## src/rtl/division_control_unit.sv

```systemverilog
// Sequencing front-end for the integer divider: handles signed/unsigned operand
// conditioning, the divide-by-zero and overflow special cases, and result sign fix-up.
module division_control_unit #(
  parameter int unsigned RD_WIDTH = 5
) (
  input  logic                clk_i,
  input  logic                rst_ni,
  input  logic                in_valid_i,
  output logic                in_ready_o,
  input  logic [1:0]          op_i,
  input  logic [31:0]         operand1_i,
  input  logic [31:0]         operand2_i,
  input  logic [RD_WIDTH-1:0] rd_i,
  input  logic                flush_i,
  output logic                div_start_o,
  output logic                div_abort_o,
  output logic [31:0]         div_operand1_o,
  output logic [31:0]         div_operand2_o,
  input  logic                div_done_i,
  input  logic [63:0]         div_result_i,
  output logic                out_valid_o,
  input  logic                out_ready_i,
  output logic [31:0]         result_o,
  output logic [RD_WIDTH-1:0] rd_o,
  output logic                busy_o
);

  typedef enum logic [1:0] {StIdle, StIssue, StWait, StDone} state_e;

  state_e              state_q;
  logic [31:0]         div_op1_q, div_op2_q, result_q;
  logic [RD_WIDTH-1:0] rd_q;
  logic                is_rem_q, neg_q;

  logic        signed_op, is_rem, div_by_zero, overflow, special, neg;
  logic [31:0] special_res, abs1, abs2, raw_res, fixed_res;

  // Opcode bit 0 selects unsigned, bit 1 selects remainder.
  always_comb begin
    signed_op   = ~op_i[0];
    is_rem      = op_i[1];
    div_by_zero = (operand2_i == 32'h0);
    overflow    = signed_op && (operand1_i == 32'h8000_0000) && (operand2_i == 32'hFFFF_FFFF);
    special     = div_by_zero || overflow;
    special_res = 32'h0;
    if (div_by_zero) begin
      special_res = is_rem ? operand1_i : 32'hFFFF_FFFF;
    end else if (overflow) begin
      special_res = is_rem ? 32'h0 : 32'h8000_0000;
    end
    // Two's-complement negation leaves 0x80000000 unchanged, which is its unsigned magnitude.
    abs1 = (signed_op && operand1_i[31]) ? (~operand1_i + 32'd1) : operand1_i;
    abs2 = (signed_op && operand2_i[31]) ? (~operand2_i + 32'd1) : operand2_i;
    neg  = signed_op && (is_rem ? operand1_i[31] : (operand1_i[31] ^ operand2_i[31]));
  end

  always_comb begin
    raw_res   = is_rem_q ? div_result_i[63:32] : div_result_i[31:0];
    fixed_res = neg_q ? (~raw_res + 32'd1) : raw_res;
  end

  always_ff @(posedge clk_i or negedge rst_ni) begin
    if (!rst_ni) begin
      state_q   <= StIdle;
      div_op1_q <= 32'h0;
      div_op2_q <= 32'h0;
      result_q  <= 32'h0;
      rd_q      <= '0;
      is_rem_q  <= 1'b0;
      neg_q     <= 1'b0;
    end else if (flush_i) begin
      state_q <= StIdle;
    end else begin
      unique case (state_q)
        StIdle: begin
          if (in_valid_i) begin
            rd_q     <= rd_i;
            is_rem_q <= is_rem;
            neg_q    <= neg;
            if (special) begin
              result_q <= special_res;
              state_q  <= StDone;
            end else begin
              div_op1_q <= abs1;
              div_op2_q <= abs2;
              state_q   <= StIssue;
            end
          end
        end
        StIssue: state_q <= StWait;
        StWait: begin
          if (div_done_i) begin
            result_q <= fixed_res;
            state_q  <= StDone;
          end
        end
        StDone: begin
          if (out_ready_i) state_q <= StIdle;
        end
        default: state_q <= StIdle;
      endcase
    end
  end

  always_comb begin
    in_ready_o     = (state_q == StIdle) && !flush_i;
    div_start_o    = (state_q == StIssue) && !flush_i;
    div_abort_o    = flush_i && ((state_q == StIssue) || (state_q == StWait));
    out_valid_o    = (state_q == StDone);
    busy_o         = (state_q != StIdle);
    div_operand1_o = div_op1_q;
    div_operand2_o = div_op2_q;
    result_o       = result_q;
    rd_o           = rd_q;
  end

endmodule

```

## config.mk

```make
export PLATFORM = sky130hd
export DESIGN_NAME = division_control_unit
export DESIGN_NICKNAME = d
export VERILOG_FILES = /design/src/rtl/division_control_unit.sv
export SDC_FILE = /design/constraint.sdc
export NUM_CORES = 1
export LEC_CHECK = 0
export BUFFER_PORTS_ARGS = -buffer_cell sky130_fd_sc_hd__buf_2
export CAP_MARGIN = 20
export CORE_MARGIN = 2
export CORE_UTILIZATION = 49
export CTS_CLUSTER_SIZE = 24
export DETAILED_ROUTE_END_ITERATION = 6
export PLACE_DENSITY = 0.83
export RECOVER_POWER = 50
export SLEW_MARGIN = 20
export SYNTH_ARGS = -nofsm -noshare
export SYNTH_HDL_FRONTEND = slang
export SYNTH_SLANG_ARGS = --single-unit
```

## constraint.sdc

```tcl
create_clock -name clk_i -period 3.8 [get_ports clk_i]
set_clock_uncertainty 0.15 [all_clocks]
set_input_delay 0 -clock clk_i [delete_from_list [all_inputs] [get_ports clk_i]]
set_output_delay 0 -clock clk_i [all_outputs]
set_load 0.05 [all_outputs]
```

## Word level (Yosys, flattened, before mapping)

Index checks and enable logic that the tools add are counted.

| word-level totals | value |
|---|---|
| bits in registers | 105 |
| bits of input ports | 141 |
| output and inout port bits | 106 |
| word-level logic and storage cells | 66 |

| operators by class | value |
|---|---|
| add/sub/neg operators | 3 |
| eq/ne operators | 11 |
| mux-type cells | 19 |
| bitwise logic cells | 7 |
| reduce and logical (&&, ||, !) cells | 19 |

Operators with widths:

| operator | number |
|---|---|
| 2-to-1 mux 32 bit | 11 |
| adder 32 x 1 -> 32 bit (second input constant) | 3 |
| inverter 32 bit | 3 |
| == test 32 bit (second input constant) | 2 |
| case mux 32 bit (2 select lines) | 1 |
| logical NOT 32 bit | 1 |
| 2-to-1 mux 2 bit | 5 |
| logical AND 1 bit | 8 |
| case mux 2 bit (4 select lines) | 1 |
| inequality test 2 bit (second input constant) | 3 |
| inequality test 3 bit (second input constant) | 2 |
| AND reduction 3 bit | 2 |
| AND reduction 5 bit | 1 |
| == test 2 bit (second input constant) | 2 |
| AND reduction 4 bit | 1 |
| nonzero test 2 bit | 2 |
| inequality test 3 x 2 -> 1 bit (second input constant) | 1 |
| inverter 1 bit | 3 |
| == test 2 x 1 -> 1 bit (second input constant) | 1 |
| logical NOT 2 bit | 1 |
| logical OR 1 bit | 2 |
| logical NOT 1 bit | 1 |
| 2-to-1 mux 1 bit | 1 |
| XOR 1 bit | 1 |

## Logic depth before layout (Yosys ltp)

| logic depth | value |
|---|---|
| depth in word-level cells | 8 |
| depth in mapped cells | 13 |
| depth with buffers taken out | 9 |

## Worst setup path after synthesis

Ideal clock, no wire load.

| timing | value |
|---|---|
| path type | register -> register |
| start | register is_rem_q |
| end | register result_q[24] (netlist: result_o[24]) |
| library setup time | 128 ps |
| data arrival time | 3,062 ps |
| data required time | 3,522 ps |
| slack | 460 ps |
| stages on the path, launching flop included | 14 |
| path buffers | 5 |
| clock period less this slack | 3,340 ps |
| path through | dfrtp_1 > buf_2 > buf_2 > buf_2 > buf_2 > buf_2 > mux2i_1 > ha_1 > o211a_1 > nand3_2 > o41ai_2 > xnor2_1 > o21ai_1 > mux2_1 |

| between the ends | value |
|---|---|
| cells in the longest elaborated chain, start to end | 6 |

Ends and longest elaborated chain:

| element | RTL line | text |
|---|---|---|
| start: declaration | 33 | `logic is_rem_q, neg_q;` |
| start signal: assignment | 78 | `is_rem_q <= is_rem;` |
| 2-to-1 mux 32 bit * | 58 | `raw_res = is_rem_q ? div_result_i[63:32] : div_result_i[31:0];` |
| inverter 32 bit | 59 | `fixed_res = neg_q ? (~raw_res + 32'd1) : raw_res;` |
| adder 32 x 1 -> 32 bit | 59 |  |
| 2-to-1 mux 32 bit * | 59 |  |
| 2-to-1 mux 32 bit * | 92 | `if (div_done_i) begin` |
| case mux 32 bit (2 select lines) * | 74 | `unique case (state_q)` |
| end signal: assignment | 81 | `result_q <= special_res;` |
| end signal: assignment | 93 | `result_q <= fixed_res;` |
| end: declaration | 31 | `logic [31:0] div_op1_q, div_op2_q, result_q;` |

Every way passes the cells marked *; elsewhere a longest branch is shown, timed or not. The select of a mux whose other input is x is not followed.
A chain may end at the register's enable or synchronous reset.

## Worst setup path in the final report

| timing | value |
|---|---|
| start | input port operand1_i[17] |
| end | register div_op2_q[12] (netlist: div_operand2_o[12]) |

| between the ends | value |
|---|---|
| cells in the longest elaborated chain, start to end | 6 |

Ends and longest elaborated chain:

| element | RTL line | text |
|---|---|---|
| start: declaration | 11 | `input logic [31:0] operand1_i,` |
| == test 32 bit | 43 | `overflow = signed_op && (operand1_i == 32'h8000_0000) && (operand2_i == 32'hFFFF_FFFF);` |
| logical AND 1 bit (2 in series) | 43 |  |
| logical OR 1 bit | 44 | `special = div_by_zero \|\| overflow;` |
| inverter 1 bit (no line) | -- |  |
| AND reduction 4 bit (no line) | -- |  |
| end signal: assignment | 85 | `div_op2_q <= abs2;` |
| end: declaration | 31 |  |

Every way passes these cells.

==> impl_metrics.csv <==
group,metric,value,unit
worst_setup_path,cp_max_fo,40,
logic_synthesis,synth_top_area_share,0.364,
finish,n_fill_cell,1211,
finish,layout.nets,1308,
finish,multiInputGateArea,4290,um^2
sta,finalHoldViolCount,0,
clock_tree,cts.sinks,105,
logic_synthesis,synth_area_per_cell,8.48,um^2
drt,first_pass_iters,5,
worst_setup_path,arrival,3400,ps
worst_setup_path,r2r_cells,8,
sta,period_share,0.864,
die,die_w,125,um
global_routing,grt_pass1_wl,40500,um
logic_synthesis,synth_seq_cells,105,
clock_tree,numCtsBuffers,9,
finish,antenna_cells,0,
logic_synthesis,ys.warnings.count,0,
sta,tightest_slew,1420,ps
logic_synthesis,synth_largest_area_cell,"dfrtp_1",
die,std_cell_rows,44,
clock_tree,cts_root_buf,"clkbuf_16",
sta,setup_ws,518,ps
die,io_pins,247,
placement,hpwlAfterDp,17600,um
logic_synthesis,synth_fp_nets,1002,
global_routing,track_usage,0.317,
drt,num_vias,7867,
drt,post-route-drc-count,0,
clock_tree,postCtsSetupBuffers,0,
finish,area_growth_syn_to_layout,33.0,%
sta,maxSlewViolCount,0,
die,dieHeight,125,um
global_routing,grt_max_degree,59,
clock_tree,htree_levels,3,
logic_synthesis,ys_seq_area_frac,0.364,
logic_synthesis,synth_cells,852,
worst_setup_path,path_cells,"dlygate4sd3_1, buf_2, or4_4, nor4_2, nand4_1, o31ai_1, or2_4, buf_4, nand2_1, o21ai_0",
job,drv_cap,0,
logic_synthesis,ys.flop_type,"dfrtp_1",
worst_setup_path,cp.required,3910,ps
worst_setup_path,cp.depth,10,
logic_synthesis,yosysUniqueCellTypes,63,
logic_synthesis,async_flop_share,1.00,
drt,dr.first_iter.drc_count,623,
clock_tree,path_clk_slew,70,ps
sta,relSlewSlack,0.0555,
global_routing,grt_use_met2,0.551,
die,core,14500,um^2
placement,gp_congestion,0.926,
die,initial_core_util,0.499,
power_and_ir_drop,cellLeakagePower,4.06,nW
worst_setup_path,endpoint_kind,"flip-flop",
logic_synthesis,synth_area_leaders,"dfrtp_1 36%, o21ai_0 6.9%, xnor2_1 6.7%, nand2_1 5.5%, mux2i_1 4.2%",
clock_tree,cts_max_path_buffers,2,
worst_setup_path,critPathSlowestCell,"or4_4",
finish,instances_no_fill,1346,
min_path,holdPathStages,5,
finish,drive_gt1_frac,0.167,
worst_setup_path,critPathBufInv,3,
placement,io_buffers,246,
run_status,status,"finished, final reports clean",
power_and_ir_drop,peakVddDrop,0.000503,V
finish,fin_util,0.663,
global_routing,grt_remaining_overflow,0,
sta,rsz0062_at_grt,"no",
clock_tree,insertion_delay,350,ps
worst_setup_path,critPathTopFamily,"simple AND/OR/NAND/NOR gates",
drt,routedWlPerCell,18.6,um
global_routing,antenna_found_initial,0,
min_path,hp-class,"in -> reg",
sta,timing.fmax,0.305,GHz
global_routing,grt_pass1_vias,7761,
power_and_ir_drop,pwr_density_cell,593,nW/um^2
sta,period_needed,3280,ps
drt,avgViaCountPerCell,5.84,
worst_setup_path,critPathKind,"in -> reg",
worst_setup_path,start_kind,"primary input",
global_routing,busiest_layer,"met2",
sta,final.setup.tns,0,ps
placement,post-place-ws,658,ps
global_routing,grtUsageMet1,0.395,
logic_synthesis,syn_area,7220,um^2
sta,setup_viol,0,
placement,dp.cells,1245,
logic_synthesis,synth_enable_flop_cells,0,
worst_setup_path,cp_slowest_stage_delay,570,ps
die,dieArea,15700,um^2
clock_tree,cts_tree,"built",
drt,antenna_left,0,
drt,drt_wl_total,25100,um
global_routing,grt.met3_usage,0.0625,
finish,seq_area,2630,um^2
[cells in the mapped netlist (all sizes together), types with 14 or more instances]
library cell / instances
o21ai: 137
nand2: 106
dfrtp: 105
xnor2: 55
nor2: 53
a21oi: 40
nor3: 35
xor2: 33
mux2i: 30
buf: 26
clkbuf: 21
inv: 18
a21boi: 17
mux2: 15
nor3b: 14
nor4: 14
[power breakdown]
part           internal, W  switching [W]  total [W]
clock             0.000595       0.000425    0.00102
sequential         0.00146       0.000275    0.00173
combinational     0.000769        0.00218    0.00295
[worst register-to-register path, cell delays in order (launching register included)]
cell      delay (ps)
dfrtp_2          730
buf_4            410
mux2i_1          480
o211ai_1         200
nor3_1           460
a31oi_1          210
xor2_1           200
a21boi_0         180
o21ai_0          100
[per-layer routing]
metal,part of all wire,wire length [um]
met1,0.40,10100
met5,0,0
met3,0.067,1670
met2,0.49,12400
met4,0.037,928
[area by class of cell]
cell class,instances,share of cell area
clock buffer,11,0.0253
tap,184,0.0240
timing repair buffer,342,0.215
sequential,105,0.274
multi-input combinational,681,0.447
clock inverter,4,0.00808
inverter,19,0.00743
[cells in the final DEF (no fill, tap or decap), drive strengths merged, types with 4 or more instances in the layout]
master	netlist	final
buf	26	154
o21ai	137	137
clkbuf	21	114
nand2	106	106
dfrtp	105	105
dlygate4sd3	0	85
xnor2	55	55
nor2	53	53
a21oi	40	40
nor3	35	35
xor2	33	33
mux2i	30	30
inv	18	18
a21boi	17	17
mux2	15	15
nor3b	14	14
nor4	14	14
o31ai	13	13
or4	13	13
nand4	9	9
or3	9	9
ha	9	9
a31oi	7	7
nand3	7	7
o41ai	7	7
nor2b	6	6
nand2b	6	6
o22ai	6	6
nor4b	5	5
and2	4	4
o221ai	4	4
[worst paths after layout]
check / from / endpoint / slack, ps
max in group asynchronous: rst_ni / is_rem_q$_DFFE_PN0P_ / 1070
max reg2reg: is_rem_q$_DFFE_PN0P_ / result_o[29]$_DFFE_PN0P_ / 560
min reg2reg: div_operand2_o[27]$_DFFE_PN0P_ / div_operand2_o[27]$_DFFE_PN0P_ / 330
max: operand1_i[17] / div_operand2_o[12]$_DFFE_PN0P_ / 520
min in group asynchronous: rst_ni / div_operand2_o[10]$_DFFE_PN0P_ / 360
min: operand1_i[1] / result_o[1]$_DFFE_PN0P_ / 9
[sequential cells by signal, indices dropped and copies added (netlist names)]
register and count:
rd_o 5, neg_q 1, is_rem_q 1, result_o 32, div_operand1_o 32, state_q 2, div_operand2_o 32
[stage by stage]
step | total power (W) | area [um^2] | hold WS, ps
2_1_floorplan | 0.00386 | 7220 | -446
3_3_place_gp | 0.00459 | 8560 | -52.2
3_5_place_dp | 0.00463 | 8560 | -53.1
4_1_cts | 0.00574 | 9730 | 8.77
5_1_grt | 0.00599 | 9600 | 13.2
6_report | 0.00570 | 9600 | 8.79
[timing repair]
action | in CTS | in global routing
hold endpoints to repair | 144 | 0
gates resized for setup | 0 | 0
hold buffers | 85 | 0
[cells by family (layout without fill, tap and decap cells)]
| group | count (synthesis) | in the layout | synth area share |
|---|---|---|---|
| AOI/OAI and AO/OA | 249 | 249 | 0.201 |
| xor gates and xnor gates | 88 | 88 | 0.107 |
| adders and majority gates | 9 | 9 | 0.0156 |
| buffers and inverters | 66 | 376 | 0.0433 |
| DFF | 105 | 105 | 0.364 |
| muxes | 45 | 45 | 0.0650 |
| and+or+nand+nor | 290 | 290 | 0.204 |
No activity file was read; power rests on OpenSTA's default activity.
